[src/rtl/seg7_scan_driver.sv]
// rtl/seg7_scan_driver.sv - multiplexed BCD 7-segment scan driver with blink and zero suppression
module seg7_scan_driver #(
    parameter int DIGITS       = 4,
    parameter int SCAN_DIV     = 1000,
    parameter int BLINK_FRAMES = 64
) (
    input  logic                  clk,
    input  logic                  reset,
    input  logic [4*DIGITS-1:0]   digits_in,
    input  logic [DIGITS-1:0]     dp_in,
    input  logic [DIGITS-1:0]     blank_in,
    input  logic                  load,
    input  logic                  lz_en,
    input  logic                  blink_en,
    output logic [6:0]            segs,
    output logic                  dp,
    output logic [DIGITS-1:0]     an
);

    localparam int SW = $clog2(SCAN_DIV);
    localparam int IW = (DIGITS > 1) ? $clog2(DIGITS) : 1;
    localparam int FW = (BLINK_FRAMES > 1) ? $clog2(BLINK_FRAMES) : 1;

    logic [4*DIGITS-1:0] shadow_digits;
    logic [DIGITS-1:0]   shadow_dp;
    logic [DIGITS-1:0]   shadow_blank;

    logic [SW-1:0]       scan_cnt;
    logic [IW-1:0]       index;
    logic [FW-1:0]       frame_cnt;
    logic                blink_phase;

    logic [DIGITS-1:0]   supp;
    logic                zero_run;
    logic [3:0]          cur_digit;
    logic                cur_dp;
    logic                cur_blank;
    logic                cur_supp;
    logic                visible;
    logic [DIGITS-1:0]   an_next;

    // Active-low abcdefg pattern; codes above 9 light nothing.
    function automatic logic [6:0] decode(input logic [3:0] v);
        case (v)
            4'd0:    decode = 7'b0000001;
            4'd1:    decode = 7'b1001111;
            4'd2:    decode = 7'b0010010;
            4'd3:    decode = 7'b0000110;
            4'd4:    decode = 7'b1001100;
            4'd5:    decode = 7'b0100100;
            4'd6:    decode = 7'b0100000;
            4'd7:    decode = 7'b0001111;
            4'd8:    decode = 7'b0000000;
            4'd9:    decode = 7'b0000100;
            default: decode = 7'b1111111;
        endcase
    endfunction

    // Shadow registers: the display only ever looks at these captured values.
    always_ff @(posedge clk) begin
        if (reset) begin
            shadow_digits <= {DIGITS{4'hF}};
            shadow_dp     <= '0;
            shadow_blank  <= '1;
        end else if (load) begin
            shadow_digits <= digits_in;
            shadow_dp     <= dp_in;
            shadow_blank  <= blank_in;
        end
    end

    // Slot, digit, frame and blink-phase counters, all free-running.
    always_ff @(posedge clk) begin
        if (reset) begin
            scan_cnt    <= '0;
            index       <= '0;
            frame_cnt   <= '0;
            blink_phase <= 1'b0;
        end else if (scan_cnt == SW'(SCAN_DIV - 1)) begin
            scan_cnt <= '0;
            if (index == IW'(DIGITS - 1)) begin
                index <= '0;
                if (frame_cnt == FW'(BLINK_FRAMES - 1)) begin
                    frame_cnt   <= '0;
                    blink_phase <= ~blink_phase;
                end else begin
                    frame_cnt <= frame_cnt + 1'b1;
                end
            end else begin
                index <= index + 1'b1;
            end
        end else begin
            scan_cnt <= scan_cnt + 1'b1;
        end
    end

    // Leading-zero run from the top digit down; forced blanks still count by value.
    always_comb begin
        supp     = '0;
        zero_run = 1'b1;
        for (int i = DIGITS - 1; i >= 0; i--) begin
            zero_run = zero_run && (shadow_digits[4*i +: 4] == 4'h0);
            if (i > 0) begin
                supp[i] = lz_en && zero_run;
            end
        end
    end

    // Select the attributes of the digit currently being scanned.
    always_comb begin
        cur_digit = 4'hF;
        cur_dp    = 1'b0;
        cur_blank = 1'b1;
        cur_supp  = 1'b0;
        an_next   = '1;
        for (int i = 0; i < DIGITS; i++) begin
            if (index == IW'(i)) begin
                cur_digit = shadow_digits[4*i +: 4];
                cur_dp    = shadow_dp[i];
                cur_blank = shadow_blank[i];
                cur_supp  = supp[i];
                an_next[i] = 1'b0;
            end
        end
        visible = (scan_cnt != '0) && !(blink_en && blink_phase) && !cur_blank && !cur_supp;
    end

    // Registered drive of the shared segment bus and anodes; slot cycle 0 stays dark.
    always_ff @(posedge clk) begin
        if (reset) begin
            segs <= 7'b1111111;
            dp   <= 1'b1;
            an   <= '1;
        end else if (visible) begin
            segs <= decode(cur_digit);
            dp   <= ~cur_dp;
            an   <= an_next;
        end else begin
            segs <= 7'b1111111;
            dp   <= 1'b1;
            an   <= '1;
        end
    end

endmodule

[config.mk]
export PLATFORM = sky130hd
export DESIGN_NAME = seg7_scan_driver
export DESIGN_NICKNAME = d
export VERILOG_FILES = /design/src/rtl/seg7_scan_driver.sv
export SDC_FILE = /design/constraint.sdc
export NUM_CORES = 1
export LEC_CHECK = 0
export CORE_MARGIN = 8
export CORE_UTILIZATION = 60
export CTS_BUF_LIST = sky130_fd_sc_hd__clkbuf_8 sky130_fd_sc_hd__clkbuf_16
export DETAILED_ROUTE_END_ITERATION = 10
export DONT_BUFFER_PORTS = 1
export PLACE_DENSITY_LB_ADDON = 0.3
export SLEW_MARGIN = 15
export SYNTH_ARGS = -nofsm -noshare
export SYNTH_HDL_FRONTEND = slang
export SYNTH_SLANG_ARGS = --single-unit
export TNS_END_PERCENT = 1
[constraint.sdc]
create_clock -name clk -period 2.9 [get_ports clk]
set_input_delay 0.29 -clock clk [delete_from_list [all_inputs] [get_ports clk]]
set_output_delay 0.29 -clock clk [all_outputs]
set_load 0.02 [all_outputs]
; Word level (Yosys, flattened, before mapping)
; Memories as Yosys holds them, arrays and structs flattened. A register that Yosys moved wholly into a read port is not among the register bits.
; Cells that the tools add are included.
[word_totals]
n_memories = 1
out_inout_bits = 12
romBits = 112
ff_bits = 48
word_cells = 63
input_bits = 29
[op_classes]
bitwise = 3
mux = 21
add_sub_neg = 3
reduce_logical = 21
eq_ne = 5
[memory_table]
columns = name, words, word_bits, read_ports, rd_ports_with_merged_regs, wr, line_no
row1 = (name not given), 16, 7, 1, 1, 0, 44  ; case (v)
[ops]
columns = cell, n
row1 = 4-bit 2-to-1 mux, 4
row2 = 1-bit 2-to-1 mux, 15
row3 = 4-bit logical NOT, 3
row4 = "10-bit by 1-bit adder with 10-bit output, second input constant", 1
row5 = "10-bit equality test, second input constant", 1
row6 = 10-bit nonzero test, 1
row7 = 1-bit logical AND, 9
row8 = "6-bit by 1-bit adder with 6-bit output, second input constant", 1
row9 = "6-bit equality test, second input constant", 1
row10 = 6-bit 2-to-1 mux, 1
row11 = "2-bit equality test, second input constant", 2
row12 = 2-bit OR reduction, 2
row13 = 1-bit logical NOT, 3
row14 = 1-bit inverter, 3
row15 = 3-bit AND reduction, 1
row16 = "2-bit by 1-bit adder with 2-bit output, second input constant", 1
row17 = "2-bit by 1-bit equality test with 1-bit output, second input constant", 1
row18 = 2-bit logical NOT, 1
row19 = 2-bit 2-to-1 mux, 1
row20 = 2-bit AND reduction, 1

; Logic depth before layout (Yosys ltp)
; Gate-level depths: netlist (run 1).
[depth]
ltp_word = 11
ltp_mapped = 12
mapped_depth_nobuf = 11

; Worst setup path before layout (run 1)
; Ideal clock, no wire load.
[synth_timing]
path_type = register to register
startpoint = reg index[1]
endpoint = reg segs[3]
path_buffers = 0
required_time_ns = 2.769
t_arrival_ns = 2.179
setup_ns = 0.131
slack_ns = 0.590
synth_period_minus_slack_ns = 2.310
stages_incl_launch_ff = 12
cell_sequence = dfxtp_1 inv_1 ha_1 nand2b_1 o21a_1 a221oi_1 inv_1 ha_1 inv_1 o21bai_1 a21oi_1 o21ai_0
[synth_between]
elab_chain_len = 10
word_cells_on_any_way = 21
classes_between = 3 x eq/ne / 11 x mux / 1 x bitwise / 6 x reduce/logical
[synth_rtl]
columns = element, line_no
row1 = from (decl), 29  ; logic [IW-1:0] index;
row2 = from (signal assigned), 90  ; index <= index + 1'b1;
row3 = 2-bit logical NOT, 117  ; if (index == IW'(i)) begin
row4 = 1-bit 2-to-1 mux (4 in a row), 117
row5 = 1-bit logical NOT, 125  ; visible = (scan_cnt != '0) && !(blink_en && blink_phase) && !cur_blank && !cur_supp;
row6 = 1-bit logical AND (2 in a row), 125
row7 = 1-bit inverter (no source line), -
row8 = 2-bit OR reduction (no source line), -
row9 = to (decl), 15  ; output logic [6:0] segs,
; Parallel ways exist; a longest one is shown, timed or not.
; A chain may end at the register's enable or synchronous reset.

; Worst setup path after layout (run 1)
[layout_timing]
startpoint = reg index[0]
endpoint = reg segs[3]
; Same word-level chain as after synthesis.

==> results by group, run 1 <==
GRT
  – Global router's overall resource usage: 14.7%
  – Grt met1 use: 18.2%
  – Grt total ovfl: 0
  – Routing usage on met3: 4.91%
  – Met2 Resource Use GR: 23.4%
  – Number of antenna violations at the first check in global routing: 0
  – Number of global-route vias before repair: 1639
  – Maximum number of pins on one net before global-route repair: 26
  – Wire length of the first global-routing pass: 7680 um
  – Most used routing layer in global routing: met2

Setup path
  – Startpoint of the worst-slack reg-to-reg timing path: index[0]
  – CP Capture Type: flip-flop
  – Largest stage delay on the critical path: 0.56 ns
  – Critical path, cell by cell: ha_1 -> nor2_2 -> a221oi_1 -> nand3_1 -> a211oi_2 -> o21ai_0
  – Cells on worst reg2reg path: 6
  – Type of element launching the critical path: flip-flop
  – Crit Path Max Fanout: 17
  – Setup slack of the most critical reg-to-reg path: 0.38 ns
  – Req. time, crit path: 3.03 ns
  – RR Endpoint: segs[3]
  – Family with the most delay on the worst path: compound AO/OA/AOI/OAI gates
  – Critical path class: flip-flop to flip-flop
  – Arrival time at the worst endpoint: 2.66 ns
  – Count of buffer and inverter cells on the critical path: 0
  – Highest-delay cell along the critical path: sky130_fd_sc_hd__ha_1

Routing
  – Average wire length per cell after detail routing: 14.0 um
  – Detailed-route wire length: 4560 um
  – Total via count after detailed routing: 1791
  – Post-detailed-route DRC marker count: 0
  – Vias/cell: 5.49
  – Initial detailed-routing violation count: 84
  – First-pass detailed-route iteration total: 4
  – Post-DRT Antenna Nets: 0

Clock network
  – Post-CTS repair timing setup buffer count: 0
  – Total clock buffers created by CTS: 5
  – # resized after CTS: 0
  – CTS max path bufs: 2
  – Clock-pin slew on the worst setup and hold paths: 0.09 ns
  – Deepest level of the CTS H-tree: 2
  – Number of hold buffers added after CTS: 0
  – Skew-Pair Late Insertion Delay: 0.31 ns
  – Buffer type at the clock tree root: sky130_fd_sc_hd__clkbuf_8
  – TritonCTS clock tree: yes
  – CTS Sinks: 55

Logic synthesis
  – Async SR Flop Fraction: 0%
  – Net Count, Synth: 322
  – Netlist cell types: 44
  – Synth Flop Type: sky130_fd_sc_hd__dfxtp_1
  – Most numerous cell in the Yosys netlist: sky130_fd_sc_hd__dfxtp_1
  – Top post-synthesis cells by area: sky130_fd_sc_hd__dfxtp_1 (44%), sky130_fd_sc_hd__mux2i_1 (10%), sky130_fd_sc_hd__nand2_1 (6.6%)
  – Ranking of synthesized cells by instance count: sky130_fd_sc_hd__dfxtp_1 (55), sky130_fd_sc_hd__nand2_1 (44), sky130_fd_sc_hd__nor2_1 (32), sky130_fd_sc_hd__mux2i_1 (26)
  – Synth Register Bits: 55
  – Dominant cell type by area after synthesis: sky130_fd_sc_hd__dfxtp_1
  – Area share of the leading cell type in the synthesized netlist: 44.1%
  – Synthesized netlist cell count: 280
  – Register area share after synthesis: 44.1%
  – Syn_area_per_cell: 8.91 um2
  – Count of synthesis-stage warnings from yosys: 0
  – Number of flops mapped to enable cells by yosys: 0
  – Post-synthesis cell area: 2490 um2

STA
  – Hold slack: 0.0434 ns
  – Final period utilization: 87.0%
  – Final Skew: 0.0101 ns
  – Count of final hold-check violations: 0
  – Clock period minus worst slack: 2.52 ns
  – Final-layout setup total negative slack: 0 ns
  – Highest clock frequency the design can meet: 396 MHz
  – Worst Tran Pin Value: 0.723 ns
  – Setup repair after global routing missed its margin: false
  – Final count of negative-setup-slack endpoints: 0
  – Headroom to the max-slew limit: 51.6%
  – Count of pins over their slew limit: 0

Power and ir drop
  – Leak pwr: 1.05 nW
  – Switching portion of total power: 22.7%
  – Worst supply voltage drop on vdd: 0.215 mV
  – Share of power burned in combinational logic: 6.4%
  – Clock power frac: 30.7%
  – Sw Pwr: 289 uW
  – Sequential share of power: 62.9%
  – Power density of the placed cells: 492 nW/um2
  – Internal power contribution: 983 uW

Placement
  – HPWL Detailed: 3400 um
  – Routability Congestion: 0.793
  – Port Buffers: 0

Die
  – Width of the die: 80.5 um
  – I/O pin cnt: 41
  – Number of standard-cell rows in the floorplan: 23
  – Effective utilization at floorplan: 62.4%
  – Placeable core region: 4000 um2
  – Vert. Die Dim: 80.5 um
  – Die Footprint: 6480 um2

Finish
  – Count of fill cells added during filler insertion: 362
  – Final-stage net count: 317
  – Area growth from synthesis to layout: 3.61%
  – Share of layout cells above drive strength 1: 5.43%
  – Ant. Diodes: 0

Min path
  – Startpoint of the lowest-slack hold path: reset
  – Hold path endpoint: frame_cnt[1]
  – Kind of path behind the tightest hold check: input pin to flip-flop
  – Number of cells on the worst hold path: 1

Flow run
  – MaxCap Viol Count: 0

Outcome
  – Result of the run: complete, no violations
area by class of cell:
cell class	instances	area, um2	share of cell area [%]
tap	50	62.6	2.42
inverter	14	52.6	2.03
sequential	55	1100	42.6
timing repair buffer	1	7.51	0.290
clock inverter	3	12.5	0.484
multi-input combinational	198	1280	49.5
clock buffer	5	68.8	2.66
how the worst max path moves through the flow:
stage | from | end | slack, ns | cells after the start
after floorplan | index[1] | segs[3] | 0.59 | 11
after global placement | index[0] | segs[4] | 0.49 | 6
after detailed placement | index[0] | segs[3] | 0.38 | 6
after global routing | index[0] | segs[3] | 0.02 | 6
final | index[0] | segs[3] | 0.38 | 6
after CTS | index[0] | segs[3] | 0.36 | 6
stage by stage:
step	area (um2)	setup slack [ns]	cells	power, mW	utilization [%]
global placement	2500	0.486	318	0.897	62.6
finish	2580	0.377	326	1.27	64.6
global route	2580	0.0219	326	1.33	64.6
floorplan	2490	0.590	280	0.892	-
detailed placement	2500	0.377	318	0.899	62.6
CTS	2580	0.360	326	1.28	64.6
cells by family (layout without fill, tap and decap cells):
logic type | Yosys count | after routing | share of synthesized area [%]
buffers and inverters | 27 | 23 | 4.56
flip-flops | 55 | 55 | 44.1
adder cells (fa/ha/maj) | 13 | 13 | 6.52
multiplexers | 26 | 26 | 10.4
XOR/XNOR | 10 | 10 | 3.51
AO/OA/AOI/OAI | 37 | 37 | 9.83
AND/OR/NAND/NOR | 112 | 112 | 21.0
per-layer routing:
| metal | vias up | part of all wire (%) |
|---|---|---|
| met5 | - | 0 |
| met4 | 0 | 1.3 |
| met3 | 7 | 6.9 |
| met2 | 41 | 46 |
| met1 | 803 | 46 |
| li1 | 940 | - |
power by group through the flow:
stage               logic (mW)  clock network, mW  registers, mW
floorplan               0.0811                  0          0.811
global placement        0.0799                  0          0.817
finish                  0.0814              0.391          0.800
CTS                     0.0822              0.400          0.800
detailed placement      0.0816                  0          0.817
global route            0.0938              0.434          0.803
worst reg2reg max path: stages (launching register included):
cell                       delay [ns]
sky130_fd_sc_hd__dfxtp_1         0.41
sky130_fd_sc_hd__ha_1            0.56
sky130_fd_sc_hd__nor2_2          0.14
sky130_fd_sc_hd__a221oi_1        0.31
sky130_fd_sc_hd__nand3_1         0.14
sky130_fd_sc_hd__a211oi_2        0.55
sky130_fd_sc_hd__o21ai_0         0.24
state kept, by name, summed over array words and instances, names as in the netlist:
register,cells
an,4
blink_phase,1
dp,1
frame_cnt,6
index,2
scan_cnt,10
segs,7
shadow_blank,4
shadow_digits,16
shadow_dp,4
layout by cell type (no fill, tap or decap), types with 2 or more instances in the layout:
cell type                  count
sky130_fd_sc_hd__a21oi_1       9
sky130_fd_sc_hd__xor2_1        6
sky130_fd_sc_hd__o211ai_1      5
sky130_fd_sc_hd__o221ai_1      2
sky130_fd_sc_hd__nand2_2       2
sky130_fd_sc_hd__nor4_1        3
sky130_fd_sc_hd__mux2i_1      26
sky130_fd_sc_hd__and3_1        2
sky130_fd_sc_hd__nand2b_1      2
sky130_fd_sc_hd__o21ai_0       9
sky130_fd_sc_hd__nor3_1        4
sky130_fd_sc_hd__xnor2_1       4
sky130_fd_sc_hd__nor2_1       32
sky130_fd_sc_hd__ha_1         13
sky130_fd_sc_hd__a221oi_1      2
sky130_fd_sc_hd__inv_1        15
sky130_fd_sc_hd__nand3_1       9
sky130_fd_sc_hd__a211oi_1      2
sky130_fd_sc_hd__dfxtp_1      55
sky130_fd_sc_hd__nand2_1      44
sky130_fd_sc_hd__clkbuf_8      5
sky130_fd_sc_hd__and2_1        3
No activity file was read; power rests on OpenSTA's default activity.
==> run 2, diff against run 1 <==
--- a/config.mk
+++ b/config.mk
@@ -5,6 +5,8 @@
 export SDC_FILE = /design/constraint.sdc
 export NUM_CORES = 1
 export LEC_CHECK = 0
+export ABC_AREA = 1
+export CORE_ASPECT_RATIO = 0.6
 export CORE_MARGIN = 8
 export CORE_UTILIZATION = 60
 export CTS_BUF_LIST = sky130_fd_sc_hd__clkbuf_8 sky130_fd_sc_hd__clkbuf_16
==> results by group, run 2 <==
Routing
  – Detailed-route wire length: 6000 um
  – Post-detailed-route DRC marker count: 0
  – Vias/cell: 5.36
  – Total via count after detailed routing: 2237
  – Initial detailed-routing violation count: 158
  – First-pass detailed-route iteration total: 4
  – Post-DRT Antenna Nets: 0
  – Average wire length per cell after detail routing: 14.4 um

STA
  – Final period utilization: 74.6%
  – Setup repair after global routing missed its margin: false
  – Hold slack: 0.0318 ns
  – Count of final hold-check violations: 0
  – Count of pins over their slew limit: 0
  – Headroom to the max-slew limit: 63.8%
  – Clock period minus worst slack: 2.16 ns
  – Highest clock frequency the design can meet: 462 MHz
  – Final-layout setup total negative slack: 0 ns
  – Final count of negative-setup-slack endpoints: 0
  – Worst Tran Pin Value: 0.543 ns
  – Final Skew: 0.0150 ns

Power and ir drop
  – Worst supply voltage drop on vdd: 0.303 mV
  – Power density of the placed cells: 537 nW/um2
  – Switching portion of total power: 22.6%
  – Share of power burned in combinational logic: 7.0%
  – Clock power frac: 39.4%
  – Leak pwr: 1.25 nW
  – Total power: 1.50 mW
  – Sequential share of power: 53.6%
  – Internal power contribution: 1.16 mW
  – Sw Pwr: 339 uW

Logic synthesis
  – Dominant cell type by area after synthesis: sky130_fd_sc_hd__dfxtp_1
  – Synthesized netlist cell count: 360
  – Share of synthesized cell area in and, or, nand and nor gates: 32.8%
  – Net Count, Synth: 402
  – Mux share of post-synthesis cell area: 0%
  – Ranking of synthesized cells by instance count: sky130_fd_sc_hd__nand2_1 (87), sky130_fd_sc_hd__dfxtp_1 (55), sky130_fd_sc_hd__inv_1 (39), sky130_fd_sc_hd__nand3_1 (37), sky130_fd_sc_hd__nor2_1 (31)
  – Top post-synthesis cells by area: sky130_fd_sc_hd__dfxtp_1 (41%), sky130_fd_sc_hd__nand2_1 (12%), sky130_fd_sc_hd__nand3_1 (7.0%)
  – Count of synthesis-stage warnings from yosys: 0
  – Number of flops mapped to enable cells by yosys: 0
  – Largest family of logic cells by synthesized area: simple AND/OR/NAND/NOR gates
  – Fraction of synthesized cell area in xor and xnor cells: 0.660%
  – Area share of the leading cell type in the synthesized netlist: 41.5%
  – Async SR Flop Fraction: 0%
  – Syn_area_per_cell: 7.38 um2
  – Compound-cell area share of the yosys netlist: 9.99%
  – Adder-cell area share of the yosys netlist: 6.13%
  – Synth Register Bits: 55
  – Register area share after synthesis: 41.5%
  – Post-synthesis cell area: 2660 um2
  – Most numerous cell in the Yosys netlist: sky130_fd_sc_hd__nand2_1
  – Synth Flop Type: sky130_fd_sc_hd__dfxtp_1
  – Netlist cell types: 36

Clock network
  – # resized after CTS: 0
  – Total clock buffers created by CTS: 5
  – Deepest level of the CTS H-tree: 2
  – CTS max path bufs: 2
  – Post-CTS repair timing setup buffer count: 0
  – CTS Sinks: 55
  – TritonCTS clock tree: yes
  – Skew-Pair Late Insertion Delay: 0.31 ns
  – Clock-pin slew on the worst setup and hold paths: 0.11 ns
  – Number of hold buffers added after CTS: 0
  – Buffer type at the clock tree root: sky130_fd_sc_hd__clkbuf_8

Die
  – I/O pin cnt: 41
  – Vert. Die Dim: 67.5 um
  – Number of standard-cell rows in the floorplan: 18
  – Placeable core region: 4190 um2
  – Width of the die: 102 um
  – Die Footprint: 6880 um2
  – Effective utilization at floorplan: 63.4%

Finish
  – Registers with the most flip-flops: shadow_digits: 16 flops, scan_cnt: 10 flops, segs: 7 flops
  – Number of flip-flops in the largest register: 16
  – Area growth from synthesis to layout: 5.37%
  – Register containing the most flip-flops in the final layout: shadow_digits
  – Ant. Diodes: 0
  – Final-stage net count: 398
  – Final Cell Area: 2800 um2
  – Most common library cell in the layout ignoring fill and taps: sky130_fd_sc_hd__nand2_1
  – Final core occ: 66.8%
  – Top library cells by usage in the layout, fill and taps aside: sky130_fd_sc_hd__nand2_1 (87), sky130_fd_sc_hd__dfxtp_1 (55), sky130_fd_sc_hd__inv_1 (40)
  – Share of layout cells above drive strength 1: 8.96%

Setup path
  – Crit Path Max Fanout: 8
  – Type of element launching the critical path: flip-flop
  – Cell with the most instances on the worst path: sky130_fd_sc_hd__nand2_1
  – Largest stage delay on the critical path: 0.37 ns
  – Family with the most delay on the worst path: simple AND/OR/NAND/NOR gates
  – Critical path class: flip-flop to flip-flop
  – CP Capture Type: flip-flop
  – Req. time, crit path: 3.07 ns
  – Critical path, cell by cell: inv_1 -> ha_1 -> nor2_4 -> nand2_1 -> nand2_1 -> nand2_1 -> nand2_1 -> inv_1 -> ha_1 -> inv_1 -> nand3_1 -> nand3_1 -> nand3_1
  – Count of buffer and inverter cells on the critical path: 3
  – Arrival time at the worst endpoint: 2.34 ns
  – Highest-delay cell along the critical path: sky130_fd_sc_hd__dfxtp_1

Placement
  – HPWL Detailed: 4550 um
  – Routability Congestion: 0.938
  – Port Buffers: 0
  – Total placed instance area: 2670 um2

GRT
  – Number of global-route vias before repair: 1974
  – Wire length of the first global-routing pass: 9800 um
  – Global router's overall resource usage: 18.3%
  – Number of antenna violations at the first check in global routing: 0
  – Maximum number of pins on one net before global-route repair: 35
  – Grt total ovfl: 0

Outcome
  – Result of the run: complete, no violations

Flow run
  – MaxCap Viol Count: 0

Min path
  – Kind of path behind the tightest hold check: input pin to flip-flop
## run 2: changes by cell type in the layout (fill, tap and decap cells not counted), moves of 4 or more
cell	delta
sky130_fd_sc_hd__nand3_1	+28
sky130_fd_sc_hd__xor2_1	-5
sky130_fd_sc_hd__o21ai_0	+7
sky130_fd_sc_hd__nand2_2	+4
sky130_fd_sc_hd__nor2_4	+4
sky130_fd_sc_hd__mux2i_1	-26
sky130_fd_sc_hd__a21oi_1	+19
sky130_fd_sc_hd__inv_1	+25
sky130_fd_sc_hd__o211ai_1	-5
sky130_fd_sc_hd__nand2_1	+43
## run 2: area by class of cell
class | count | area, um2
fill | 386 | 1390
sequential | 55 | 1100
tap | 60 | 75.1
timing repair buffer | 1 | 7.51
multi-input combinational | 250 | 1320
clock buffer | 5 | 68.8
clock inverter | 3 | 63.8
inverter | 43 | 164
## run 2: logic make-up after synthesis
group / count (synthesis)
XOR/XNOR: 2
flip-flops: 55
buffers and inverters: 55
adder cells (fa/ha/maj): 13
AO/OA/AOI/OAI: 50
AND/OR/NAND/NOR: 185
## run 2: final timing paths
kind | startpoint | end | slack, ns | cells past startpoint
max | index[1] | segs[1] | 0.74 | 13
max reg2reg | index[1] | segs[1] | 0.74 | 13
min reg2reg | scan_cnt[0] | scan_cnt[0] | 0.47 | 1
min | reset | blink_phase | 0.03 | 1
## run 2: power by group through the flow
| stage | Combinational (mW) | Sequential [mW] | Clock (mW) |
|---|---|---|---|
| after CTS | 0.104 | 0.804 | 0.590 |
| after floorplan | 0.0887 | 0.815 | 0 |
| after global routing | 0.122 | 0.809 | 0.623 |
| final | 0.106 | 0.805 | 0.591 |
| after global placement | 0.0996 | 0.821 | 0 |
| after detailed placement | 0.103 | 0.822 | 0 |
## run 2: routing by layer
metal	up-vias	part of all wire, %	global-route usage [%]
li1	1136	-	-
met1	1024	53	26.9
met2	73	37	24.8
met3	4	9.7	6.15
met4	0	0.67	3.81
met5	-	0	0
## run 2: through the flow
| step | worst slack (ns) | cells |
|---|---|---|
| after floorplan | 1.12 | 360 |
| after global placement | 0.897 | 409 |
| after detailed placement | 0.795 | 409 |
| after CTS | 0.777 | 417 |
| after global routing | 0.554 | 417 |
| final | 0.736 | 417 |
